$ cat config.mk
export PLATFORM = sky130hd
export DESIGN_NAME = biquad8_coeff_loader
export DESIGN_NICKNAME = d
export VERILOG_FILES = /design/src/rtl/biquad8_loader_pkg.sv /design/src/rtl/biquad8_wb_single_write.sv /design/src/rtl/biquad8_coeff_loader.sv
export SDC_FILE = /design/constraint.sdc
export NUM_CORES = 1
export LEC_CHECK = 0
export CAP_MARGIN = 20
export CORE_MARGIN = 2
export CORE_UTILIZATION = 45
export CTS_BUF_LIST = sky130_fd_sc_hd__clkbuf_4 sky130_fd_sc_hd__clkbuf_8
export CTS_CLUSTER_DIAMETER = 80
export DETAILED_ROUTE_END_ITERATION = 10
export PLACE_DENSITY = 0.77
export REMOVE_ABC_BUFFERS = 1
export SLEW_MARGIN = 20
export SYNTH_ARGS = -nofsm -noshare
export SYNTH_HDL_FRONTEND = slang
export SYNTH_HIERARCHICAL = 1
export SYNTH_SLANG_ARGS = --single-unit
export TNS_END_PERCENT = 50
$ cat constraint.sdc
create_clock -name wb_clk_i -period 2.15 [get_ports wb_clk_i]
set_input_delay 0.3225 -clock wb_clk_i [delete_from_list [all_inputs] [get_ports wb_clk_i]]
set_output_delay 0.3225 -clock wb_clk_i [all_outputs]
set_load 0.05 [all_outputs]
$ cat src/rtl/biquad8_loader_pkg.sv
// biquad8_loader_pkg
//   Shared definitions for the biquad8 coefficient loader: FSM state encoding,
//   biquad8 register offsets, control-register bit positions, the control words
//   the loader writes, and the layout of one program RAM entry.
package biquad8_loader_pkg;

    typedef enum logic [2:0] {
        ST_IDLE,
        ST_BYP_ENTER,   // bypass-on write in flight (safe-bypass builds only)
        ST_FETCH,       // program RAM read issued
        ST_LATCH,       // RAM data valid, entry handed to the write engine
        ST_WRITE,       // entry write in flight
        ST_ARM,         // bus idle for one cycle, commit write launched
        ST_COMMIT,      // commit write in flight
        ST_DONE
    } state_e;

    // biquad8 register map
    localparam logic [6:0] REG_CTRL    = 7'h00;
    localparam logic [6:0] REG_FIR     = 7'h04;
    localparam logic [6:0] REG_IIR     = 7'h08;
    localparam logic [6:0] REG_INC     = 7'h0C;
    localparam logic [6:0] REG_POLEFIR = 7'h10;

    // REG_CTRL bit positions
    localparam int CTRL_UPDATE     = 0;
    localparam int CTRL_BYP_VAL    = 16;
    localparam int CTRL_BYP_APPLY  = 23;
    localparam int CTRL_MASK_APPLY = 31;

    // Bypass apply with value 0: filter held in local bypass.
    localparam logic [31:0] BYP_ENTER_WORD = 32'h0080_0000;
    // Bypass apply with value 1 plus update: leave bypass and load new set at once.
    localparam logic [31:0] BYP_EXIT_WORD  = 32'h0081_0001;

    localparam logic [3:0] SEL_ALL    = 4'hF;
    localparam logic [3:0] SEL_UPDATE = 4'b0001;
    localparam logic [3:0] SEL_BYP    = 4'b0101;

    typedef struct packed {
        logic [6:0]  adr;
        logic [31:0] dat;
    } prog_entry_t;

endpackage

$ cat src/rtl/biquad8_wb_single_write.sv
// biquad8_wb_single_write
//   Single-beat WISHBONE write engine with response timeout. A start pulse
//   captures address/data/select and raises cyc/stb/we on the next edge; they
//   drop on the edge after ack, err, rty, timeout or abort.
// Ports:
//   wb_clk_i, wb_rst_n_i   clock, asynchronous active-low reset
//   start                  launch a write (only issued while idle)
//   abort                  drop the cycle immediately
//   adr, dat, sel          write parameters, sampled with start
//   ok                     write acknowledged this cycle
//   fail                   err/rty/timeout this cycle
//   wb_*                   WISHBONE master signals
module biquad8_wb_single_write #(
    parameter int TIMEOUT = 255
) (
    input  logic        wb_clk_i,
    input  logic        wb_rst_n_i,
    input  logic        start,
    input  logic        abort,
    input  logic [6:0]  adr,
    input  logic [31:0] dat,
    input  logic [3:0]  sel,
    output logic        ok,
    output logic        fail,
    output logic        wb_cyc_o,
    output logic        wb_stb_o,
    output logic        wb_we_o,
    output logic [6:0]  wb_adr_o,
    output logic [31:0] wb_dat_o,
    output logic [3:0]  wb_sel_o,
    input  logic        wb_ack_i,
    input  logic        wb_err_i,
    input  logic        wb_rty_i
);

    // Timer counts completed cycles with cyc high; the last allowed cycle is
    // TIMEOUT-1, so cyc stays up for exactly TIMEOUT cycles without a response.
    localparam logic [15:0] TMO_LAST = 16'(TIMEOUT - 1);

    logic        cyc_q;
    logic [15:0] tmr_q;
    logic [6:0]  adr_q;
    logic [31:0] dat_q;
    logic [3:0]  sel_q;
    logic        tmo_hit;

    assign tmo_hit = (tmr_q == TMO_LAST);
    // A late ack in the final timeout cycle still counts as success.
    assign ok   = cyc_q & wb_ack_i & ~wb_err_i & ~wb_rty_i;
    assign fail = cyc_q & (wb_err_i | wb_rty_i | (tmo_hit & ~wb_ack_i));

    // NOTE: sequential state uses non-blocking assignments so every register
    // samples pre-edge values regardless of block ordering.
    always_ff @(posedge wb_clk_i or negedge wb_rst_n_i) begin
        if (!wb_rst_n_i) begin
            cyc_q <= 1'b0;
            tmr_q <= '0;
            adr_q <= '0;
            dat_q <= '0;
            sel_q <= '0;
        end else if (start) begin
            cyc_q <= 1'b1;
            tmr_q <= '0;
            adr_q <= adr;
            dat_q <= dat;
            sel_q <= sel;
        end else if (cyc_q) begin
            if (abort || ok || fail) begin
                cyc_q <= 1'b0;
            end
            tmr_q <= tmr_q + 16'd1;
        end
    end

    assign wb_cyc_o = cyc_q;
    assign wb_stb_o = cyc_q;
    assign wb_we_o  = cyc_q;
    assign wb_adr_o = adr_q;
    assign wb_dat_o = dat_q;
    assign wb_sel_o = sel_q;

endmodule

$ cat src/rtl/biquad8_coeff_loader.sv
// biquad8_coeff_loader
//   WISHBONE master that programs one biquad8 slot from a coefficient program
//   in block RAM: one single-beat write per (adr, dat) entry, then a commit
//   write to REG_CTRL. Reports done with a sticky error status.
//   Optional feature macro: BQ_LOADER_SAFE_BYPASS_EN -- when defined, a bypass
//   enter write precedes the entries and the commit also leaves bypass.
// Ports:
//   wb_clk_i, wb_rst_n_i     clock, asynchronous active-low reset
//   start_i, base_i, count_i start pulse, first entry, number of entries
//   abort_i                  terminate the running sequence with error
//   busy_o, done_o           sequence active, one-cycle completion pulse
//   err_o, err_idx_o         sticky error of last sequence, failing index
//   prog_adr_o, prog_en_o    program RAM read port, data one cycle later
//   prog_dat_i               {adr[6:0], dat[31:0]}
//   wb_*                     WISHBONE master to the biquad register space
module biquad8_coeff_loader
    import biquad8_loader_pkg::*;
#(
    parameter int          PROG_ADDR_BITS = 8,
    parameter int          TIMEOUT        = 255,
    parameter logic [31:0] UPDATE_WORD    = 32'h0000_0001
) (
    input  logic                      wb_clk_i,
    input  logic                      wb_rst_n_i,
    input  logic                      start_i,
    input  logic [PROG_ADDR_BITS-1:0] base_i,
    input  logic [PROG_ADDR_BITS:0]   count_i,
    input  logic                      abort_i,
    output logic                      busy_o,
    output logic                      done_o,
    output logic                      err_o,
    output logic [PROG_ADDR_BITS:0]   err_idx_o,
    output logic [PROG_ADDR_BITS-1:0] prog_adr_o,
    output logic                      prog_en_o,
    input  logic [38:0]               prog_dat_i,
    output logic                      wb_cyc_o,
    output logic                      wb_stb_o,
    output logic                      wb_we_o,
    output logic [6:0]                wb_adr_o,
    output logic [31:0]               wb_dat_o,
    output logic [3:0]                wb_sel_o,
    input  logic                      wb_ack_i,
    input  logic                      wb_err_i,
    input  logic                      wb_rty_i
);

    localparam int IW = PROG_ADDR_BITS + 1;

`ifdef BQ_LOADER_SAFE_BYPASS_EN
    localparam logic [31:0] COMMIT_WORD = BYP_EXIT_WORD;
    localparam logic [3:0]  COMMIT_SEL  = SEL_BYP;
`else
    localparam logic [31:0] COMMIT_WORD = UPDATE_WORD;
    localparam logic [3:0]  COMMIT_SEL  = SEL_UPDATE;
`endif

    state_e                    state_q, state_d;
    logic [PROG_ADDR_BITS-1:0] ptr_q;
    logic [IW-1:0]             idx_q;
    logic [IW-1:0]             cnt_q;
    logic                      err_q;
    logic [IW-1:0]             err_idx_q;

    logic                      wr_go;
    logic [6:0]                wr_adr;
    logic [31:0]               wr_dat;
    logic [3:0]                wr_sel;
    logic                      wr_ok;
    logic                      wr_fail;
    logic                      accept;
    logic                      entry_done;
    logic                      seq_err;
    logic                      last_entry;
    prog_entry_t               entry;

    assign entry      = prog_entry_t'(prog_dat_i);
    assign last_entry = ((idx_q + IW'(1)) == cnt_q);

    // NOTE: every signal driven here gets a default first, so no path through
    // the case statement can leave one unassigned and infer a latch.
    always_comb begin
        state_d    = state_q;
        wr_go      = 1'b0;
        wr_adr     = REG_CTRL;
        wr_dat     = COMMIT_WORD;
        wr_sel     = COMMIT_SEL;
        accept     = 1'b0;
        entry_done = 1'b0;
        seq_err    = 1'b0;

        case (state_q)
            ST_IDLE: begin
                if (start_i) begin
                    accept = 1'b1;
`ifdef BQ_LOADER_SAFE_BYPASS_EN
                    wr_go   = 1'b1;
                    wr_dat  = BYP_ENTER_WORD;
                    wr_sel  = SEL_BYP;
                    state_d = ST_BYP_ENTER;
`else
                    if (count_i == '0) begin
                        wr_go   = 1'b1;
                        state_d = ST_COMMIT;
                    end else begin
                        state_d = ST_FETCH;
                    end
`endif
                end
            end

            ST_BYP_ENTER: begin
                if (abort_i || wr_fail) begin
                    seq_err = 1'b1;
                    state_d = ST_DONE;
                end else if (wr_ok) begin
                    state_d = (cnt_q == '0) ? ST_ARM : ST_FETCH;
                end
            end

            ST_FETCH: begin
                if (abort_i) begin
                    seq_err = 1'b1;
                    state_d = ST_DONE;
                end else begin
                    state_d = ST_LATCH;
                end
            end

            ST_LATCH: begin
                if (abort_i) begin
                    seq_err = 1'b1;
                    state_d = ST_DONE;
                end else begin
                    wr_go   = 1'b1;
                    wr_adr  = entry.adr;
                    wr_dat  = entry.dat;
                    wr_sel  = SEL_ALL;
                    state_d = ST_WRITE;
                end
            end

            // Abort is tested before ack so a simultaneous ack still reports
            // this entry as the failing index.
            ST_WRITE: begin
                if (abort_i || wr_fail) begin
                    seq_err = 1'b1;
                    state_d = ST_DONE;
                end else if (wr_ok) begin
                    entry_done = 1'b1;
                    state_d    = last_entry ? ST_ARM : ST_FETCH;
                end
            end

            // One idle bus cycle between the last entry and the commit write.
            ST_ARM: begin
                if (abort_i) begin
                    seq_err = 1'b1;
                    state_d = ST_DONE;
                end else begin
                    wr_go   = 1'b1;
                    state_d = ST_COMMIT;
                end
            end

            ST_COMMIT: begin
                if (abort_i || wr_fail) begin
                    seq_err = 1'b1;
                    state_d = ST_DONE;
                end else if (wr_ok) begin
                    state_d = ST_DONE;
                end
            end

            ST_DONE: state_d = ST_IDLE;

            default: state_d = ST_IDLE;
        endcase
    end

    always_ff @(posedge wb_clk_i or negedge wb_rst_n_i) begin
        if (!wb_rst_n_i) begin
            state_q   <= ST_IDLE;
            ptr_q     <= '0;
            idx_q     <= '0;
            cnt_q     <= '0;
            err_q     <= 1'b0;
            err_idx_q <= '0;
        end else begin
            state_q <= state_d;
            if (accept) begin
                ptr_q     <= base_i;
                idx_q     <= '0;
                cnt_q     <= count_i;
                err_q     <= 1'b0;
                err_idx_q <= '0;
            end
            // Pointer wraps naturally modulo 2^PROG_ADDR_BITS.
            if (entry_done) begin
                ptr_q <= ptr_q + PROG_ADDR_BITS'(1);
                idx_q <= idx_q + IW'(1);
            end
            if (seq_err) begin
                err_q     <= 1'b1;
                err_idx_q <= idx_q;
            end
        end
    end

    assign busy_o     = (state_q != ST_IDLE);
    assign done_o     = (state_q == ST_DONE);
    assign prog_en_o  = (state_q == ST_FETCH);
    assign prog_adr_o = ptr_q;
    assign err_o      = err_q;
    assign err_idx_o  = err_idx_q;

    biquad8_wb_single_write #(
        .TIMEOUT (TIMEOUT)
    ) u_wr (
        .wb_clk_i   (wb_clk_i),
        .wb_rst_n_i (wb_rst_n_i),
        .start      (wr_go),
        .abort      (abort_i),
        .adr        (wr_adr),
        .dat        (wr_dat),
        .sel        (wr_sel),
        .ok         (wr_ok),
        .fail       (wr_fail),
        .wb_cyc_o   (wb_cyc_o),
        .wb_stb_o   (wb_stb_o),
        .wb_we_o    (wb_we_o),
        .wb_adr_o   (wb_adr_o),
        .wb_dat_o   (wb_dat_o),
        .wb_sel_o   (wb_sel_o),
        .wb_ack_i   (wb_ack_i),
        .wb_err_i   (wb_err_i),
        .wb_rty_i   (wb_rty_i)
    );

endmodule

==> results of run 1 <==
## layout make-up
class | count | share of cell area, %
tap | 140 | 2.39
sequential | 99 | 33.8
multi-input combinational | 372 | 34.8
clock buffer | 10 | 1.88
clock inverter | 5 | 1.06
inverter | 7 | 0.359
timing repair buffer | 190 | 25.7
## cells by family after synthesis
| group | Yosys count | synth area share, % |
|---|---|---|
| buf+inv | 38 | 3.70 |
| fa+ha+maj | 4 | 0.980 |
| compound gates | 76 | 10.0 |
| mux | 44 | 9.70 |
| xor+xnor | 27 | 4.63 |
| simple gates | 220 | 22.4 |
| other cells | 1 | 0.0734 |
| flops | 99 | 48.5 |
## per-layer routing
| metal | up-vias | track usage [%] |
|---|---|---|
| li1 | 2112 | - |
| met1 | 2179 | 26.4 |
| met3 | 26 | 3.73 |
| met5 | - | 0 |
| met2 | 166 | 38.9 |
| met4 | 0 | 8.83 |
## stage by stage
step	setup TNS, ps	utilization (%)
2_1_floorplan	-70840	-
3_3_place_gp	-12120	63.0
3_5_place_dp	-13980	63.0
4_1_cts	-6420	66.6
5_1_grt	-11440	66.9
6_report	-7000	66.9
## cell usage in the layout (no fill, tap or decap), drive strengths merged, types with 9 or more instances in the layout
| cell | Yosys | layout |
|---|---|---|
| clkbuf | 12 | 10 |
| nand4 | 9 | 9 |
| xor2 | 14 | 14 |
| nor2 | 37 | 37 |
| nor3 | 12 | 12 |
| nand3 | 16 | 16 |
| o21ai | 31 | 31 |
| clkdlybuf4s50 | 0 | 123 |
| and3 | 9 | 9 |
| nand2 | 68 | 68 |
| and2 | 41 | 41 |
| xnor2 | 13 | 13 |
| dfrtp | 99 | 99 |
| buf | 19 | 63 |
| a21oi | 12 | 12 |
| mux2 | 44 | 44 |
## worst max-delay path, cell delays in order, from the launching register on
cell	delay, ps
sky130_fd_sc_hd__dfrtp_1	390
sky130_fd_sc_hd__inv_1	60
sky130_fd_sc_hd__ha_2	160
sky130_fd_sc_hd__nor4b_4	210
sky130_fd_sc_hd__nand3b_1	120
sky130_fd_sc_hd__nor4_2	170
sky130_fd_sc_hd__buf_4	160
sky130_fd_sc_hd__o31a_1	230
sky130_fd_sc_hd__or2_4	160
sky130_fd_sc_hd__buf_4	130
sky130_fd_sc_hd__nor2_4	40
sky130_fd_sc_hd__a21oi_1	130
sky130_fd_sc_hd__a2bb2o_2	280
sky130_fd_sc_hd__a41oi_1	190
## sequential cells by signal, indices dropped and copies added (netlist names)
register / cells
u_wr/wb_adr_o: 7
u_wr/tmr_q: 16
err_idx_o: 9
err_o: 1
u_wr/wb_dat_o: 32
prog_adr_o: 8
idx_q: 9
u_wr/wb_sel_o: 4
cnt_q: 9
state_q: 3
u_wr/wb_cyc_o: 1
## how the worst max path moves through the flow
| stage | depth (start not counted) | startpoint | endpoint | slack (ps) |
|---|---|---|---|---|
| global route | 12 | u_wr/tmr_q[0] | state_q[1] | -520 |
| CTS | 12 | u_wr/tmr_q[0] | state_q[1] | -320 |
| detailed placement | 12 | wb_ack_i | prog_adr_o[7] | -450 |
| global placement | 11 | wb_ack_i | state_q[2] | -400 |
| finish | 13 | u_wr/tmr_q[0] | state_q[1] | -380 |
| floorplan | 5 | state_q[1] | u_wr/wb_adr_o[0] | -990 |
## report_power, final
part	internal, W	switching [W]	leakage [nW]
combinational	0.00156	0.00215	1.84
clock	0.000677	0.000636	0.108
sequential	0.00232	0.000394	1.32
## what timing repair did
action / in CTS / in global routing
hold endpoints to repair: 27 / 0
cloned: 2 / 0
pin swaps: 7 / 2
buffers inserted: 6 / 0
resized for setup: 25 / 16
setup endpoints to repair: 30 / 33
hold buffers: 1 / 0
==> impl_metrics.yaml, run 1 <==
outcome:
  status: "finished, violations left"
  violations_in_the_final_reports: "negative setup slack"
yosys:
  share_of_synthesized_flip_flops_with_an_asynchronous_set_or_reset_pct: 100
  synth-seq-cells: 99
  synth_area_per_cell_sq_um: 10.0
  synthMostInstantiatedCell: "sky130_fd_sc_hd__dfrtp_1"
  synth_top_area_cell: "sky130_fd_sc_hd__dfrtp_1"
  synthesis.yosys.warnings: 6
  post-synth-top-area-fraction_pct: 48.5
  synth.yosys.seq_area_share_pct: 48.5
  synth_edf_count: 0
  synth.cells.most_frequent: "sky130_fd_sc_hd__dfrtp_1 (99), sky130_fd_sc_hd__nand2_1 (68), sky130_fd_sc_hd__mux2_2 (43)"
  netlist_top_cells_area: "sky130_fd_sc_hd__dfrtp_1 (48%), sky130_fd_sc_hd__mux2_2 (9.5%), sky130_fd_sc_hd__and2_1 (5.0%), sky130_fd_sc_hd__nand2_1 (5.0%), sky130_fd_sc_hd__nor2_1 (2.7%)"
  syn-instance-count: 509
  dominant_register_cell_in_the_synthesized_netlist: "sky130_fd_sc_hd__dfrtp_1"
  synth.cell_area_sq_um: 5110
  yosys.cell_types.count: 61
layout:
  fillers: 854
  post_route_cells_drive_above_1_share_pct: 22.7
  seq_area_sq_um: 2480
  final_standard_cell_count_with_taps_included_and_fillers_excluded: 823
  multi_input_area_sq_um: 2540
  syn_to_layout_area_delta_pct: 43.3
  antenna-diode-count: 0
  nets: 746
  post-route-cell-area_sq_um: 7320
global_routing:
  gr-usage-all-layers_pct: 21.9
  initial_antenna_violation_count: 0
  first_global_vias: 4541
  grt_first_pass_wirelength_mm: 22.0
  grt_overflow: 0
  grt_max_degree: 50
timing:
  max_freq_mhz: 395
  holdWs_ps: 396
  final_ws_setup_ps: -379
  maxSlewViolCount: 0
  period_minus_slack_ps: 2530
  tightest_slew_ps: 558
  slew_headroom_pct: 62.7
  clock-skew-final_ps: 14.3
  timing.final.crit_share_pct: 118
  setup_viol: 30
  final_hold_viol_count: 0
  grt_setup_unrepaired: "true"
worst_setup_path:
  arrival_ps: 2810
  critical_path_class: "reg -> reg"
  timing.critical_path.from_type: "flip-flop"
  worst_r2r_dst: "state_q[1]"
  r2r_cells: 13
  cp_max_fo: 4
  crit_required_ps: 2440
  worst-r2r-setup-slack_ps: -380
  cp-end-kind: "flip-flop"
  r2r-start: "u_wr/tmr_q[0]"
power_and_ir_drop:
  cellLeakagePower_nw: 3.27
  power_density_nw_per_um2: 1060
  total_power_w: 0.00775
  irDropWorstVdd_v: 0.000546
floorplanning:
  core_area_sq_um: 10900
  fp.dieW_microns: 111
  io-pin-count: 130
  std_cell_rows: 38
  die_area_sq_um: 12200
  die_height_microns: 111
  initial_core_utilization_pct: 46.7
clock_tree:
  clock_sink_count: 99
  cts.path.max_buffers: 2
  tritoncts: "done"
  cts_bufs_inserted: 9
  cts_root_buf: "sky130_fd_sc_hd__clkbuf_8"
  cts.clk_slew.worst_paths_ps: 100
  clk_latency_ps: 370
  number_of_h_tree_levels: 3
drt:
  number_of_search_and_repair_iterations_in_the_first_detailed_routing_pass: 4
  detailed_route_wirelength_on_metal2_mm: 7.00
  wl_met3_microns: 631
  routed_wire_length_per_instance_microns: 16.3
  drcViolationCount: 0
  dr_total_vias: 4483
  vias_per_cell: 5.45
  drt_first_iter_violations: 239
  wire_length_after_detailed_routing_mm: 13.5
  topRoutingLayerUsed: "met4"
  drtAntennaViolNets: 0
  route.layer.met1.wl_mm: 5.49
placed_design:
  place.detailed.instances: 799
  dpl-instance-area_sq_um: 6890
  pre_cts_ws_ps: -450
  port_buffers: 129
  post-dp-hpwl_mm: 9.63
  gp_congestion: 0.934
hold_path:
  type_of_the_tightest_min_delay_check: "in -> async"
job:
  cap_viol_max_count: 0
No activity file was read; power rests on OpenSTA's default activity.
==> run 2, diff against run 1 <==
--- a/config.mk
+++ b/config.mk
@@ -12,6 +12,7 @@
 export CTS_CLUSTER_DIAMETER = 80
 export DETAILED_ROUTE_END_ITERATION = 10
 export PLACE_DENSITY = 0.77
+export RECOVER_POWER = 100
 export REMOVE_ABC_BUFFERS = 1
 export SLEW_MARGIN = 20
 export SYNTH_ARGS = -nofsm -noshare
==> constraint.sdc (replaced) <==
create_clock -name wb_clk_i -period 2.1 [get_ports wb_clk_i]
set_input_delay 0.315 -clock wb_clk_i [delete_from_list [all_inputs] [get_ports wb_clk_i]]
set_output_delay 0.315 -clock wb_clk_i [all_outputs]
set_load 0.05 [all_outputs]
==> impl_metrics.yaml, run 2 (same netlist as run 1, synthesis figures left out) <==
power_and_ir_drop:
  power_density_nw_per_um2: 1070
  cellLeakagePower_nw: 3.45
  irDropWorstVdd_v: 0.000625
timing:
  final_ws_setup_ps: -450
  maxSlewViolCount: 0
  setup_viol: 62
  slew_headroom_pct: 44.8
  timing.final.crit_share_pct: 121
  clock-skew-final_ps: 9.97
  period_minus_slack_ps: 2550
  final_hold_viol_count: 0
  tightest_slew_ps: 829
  grt_setup_unrepaired: "true"
  max_freq_mhz: 392
drt:
  wire_length_after_detailed_routing_mm: 14.5
  drtAntennaViolNets: 0
  dr_total_vias: 4581
  routed_wire_length_per_instance_microns: 17.5
  drt_first_iter_violations: 318
  vias_per_cell: 5.53
  number_of_search_and_repair_iterations_in_the_first_detailed_routing_pass: 4
  drcViolationCount: 0
outcome:
  status: "finished, violations left"
  violations_in_the_final_reports: "negative setup slack"
layout:
  final_cell_mix: "sky130_fd_sc_hd__dfrtp_1 (99), sky130_fd_sc_hd__clkdlybuf4s50_1 (64), sky130_fd_sc_hd__nand2_1 (62)"
  antenna-diode-count: 0
  post_route_cells_drive_above_1_share_pct: 25.3
  post-route-cell-area_sq_um: 7420
  nets: 753
  final_standard_cell_count_with_taps_included_and_fillers_excluded: 829
  syn_to_layout_area_delta_pct: 45.3
  finish.utilization_pct: 67.9
  final_common_cell: "sky130_fd_sc_hd__dfrtp_1"
  number_of_flip_flops_in_the_largest_register: 32
worst_setup_path:
  worst-r2r-setup-slack_ps: -450
  cp_max_fo: 5
  critical_path_class: "reg -> reg"
  cp-end-kind: "flip-flop"
  crit_required_ps: 2400
  worst_r2r_dst: "idx_q[2]"
  arrival_ps: 2850
  r2r-start: "u_wr/tmr_q[0]"
  r2r_cells: 13
  timing.critical_path.from_type: "flip-flop"
floorplanning:
  io-pin-count: 130
  std_cell_rows: 38
  die_height_microns: 111
  initial_core_utilization_pct: 46.7
  core_area_sq_um: 10900
  fp.dieW_microns: 111
  die_area_sq_um: 12200
clock_tree:
  number_of_h_tree_levels: 3
  cts.clk_slew.worst_paths_ps: 90
  cts_root_buf: "sky130_fd_sc_hd__clkbuf_8"
  tritoncts: "done"
  clk_latency_ps: 370
  clock_sink_count: 99
  cts_bufs_inserted: 9
  cts.path.max_buffers: 2
hold_path:
  type_of_the_tightest_min_delay_check: "in -> async"
global_routing:
  grt_overflow: 0
  initial_antenna_violation_count: 0
  grt_max_degree: 62
  gr-usage-all-layers_pct: 22.3
  first_global_vias: 4572
  grt_first_pass_wirelength_mm: 22.4
placed_design:
  place.detailed.instances: 800
  post-dp-hpwl_mm: 9.63
  port_buffers: 129
  dpl-instance-area_sq_um: 6880
  gp_congestion: 0.952
job:
  cap_viol_max_count: 0
[run 2: changes by cell type in the layout (fill, tap and decap cells not counted), moves of 5 or more]
cell                              previous run  this run
sky130_fd_sc_hd__o21ai_1                    19        14
sky130_fd_sc_hd__clkbuf_1                    0         6
sky130_fd_sc_hd__o21ai_2                     1         9
sky130_fd_sc_hd__dlygate4sd3_1               1        59
sky130_fd_sc_hd__clkdlybuf4s50_1           123        64
sky130_fd_sc_hd__o21ai_0                    11         5
sky130_fd_sc_hd__buf_4                      51        46
[run 2: per-stage QoR]
| step | hold WS, ps | setup TNS, ps | total power [W] | worst slack (ps) |
|---|---|---|---|---|
| 2_1_floorplan | 19.4 | -75340 | 0.00497 | -1040 |
| 3_3_place_gp | 158 | -12520 | 0.00634 | -455 |
| 3_5_place_dp | 161 | -13770 | 0.00646 | -527 |
| 4_1_cts | 296 | -6330 | 0.00781 | -321 |
| 5_1_grt | 465 | -19620 | 0.00834 | -532 |
| 6_report | 425 | -12320 | 0.00792 | -450 |
[run 2: layout make-up]
cell class,count,area (sq um)
fill,836,3510
multi-input combinational,372,2680
sequential,99,2480
inverter,7,26.3
clock buffer,12,153
timing repair buffer,197,1870
tap,140,175
clock inverter,2,37.5
[run 2: worst max path at each step]
stage	from	to	slack, ps	cells past startpoint
after global placement	wb_ack_i	state_q[1]	-450	11
after CTS	u_wr/tmr_q[0]	state_q[1]	-320	11
after floorplan	state_q[1]	u_wr/wb_adr_o[0]	-1040	5
after detailed placement	u_wr/tmr_q[0]	state_q[1]	-530	12
final	u_wr/tmr_q[0]	idx_q[2]	-450	13
after global routing	u_wr/tmr_q[0]	idx_q[5]	-530	13
[run 2: power breakdown]
group / internal [W] / switching (W)
Clock: 0.000599 / 0.000651
Combinational: 0.00158 / 0.00233
Sequential: 0.00238 / 0.000391
[run 2: routing by layer]
| layer | vias to the layer above | global-route usage [%] | part of all wire [%] |
|---|---|---|---|
| met1 | 2254 | 26.2 | 40 |
| li1 | 2115 | - | - |
| met4 | 0 | 8.92 | 3.1 |
| met5 | - | 0 | 0 |
| met2 | 175 | 39.8 | 52 |
| met3 | 37 | 4.67 | 5.5 |
[run 2: repair_timing]
action                                  4_1_cts  5_1_grt
endpoints found under the setup margin       30       30
hold buffers                                  1        0
endpoints found under the hold margin         9        0
gates cloned                                  2        2
resized for setup                            43       37
buffers inserted                              3        8
pin swaps                                     5       24
[run 2: critical path: stages, from the launching register on]
cell                       delay (ps)
sky130_fd_sc_hd__dfrtp_1          390
sky130_fd_sc_hd__inv_1             70
sky130_fd_sc_hd__ha_2             170
sky130_fd_sc_hd__nor4b_4          200
sky130_fd_sc_hd__nand3b_1         150
sky130_fd_sc_hd__nor4_4           280
sky130_fd_sc_hd__o31a_1           290
sky130_fd_sc_hd__buf_4            160
sky130_fd_sc_hd__nor2_4            40
sky130_fd_sc_hd__and3_4           190
sky130_fd_sc_hd__nor2_4           190
sky130_fd_sc_hd__buf_8            180
sky130_fd_sc_hd__o21ai_1           90
sky130_fd_sc_hd__o21ai_1           90
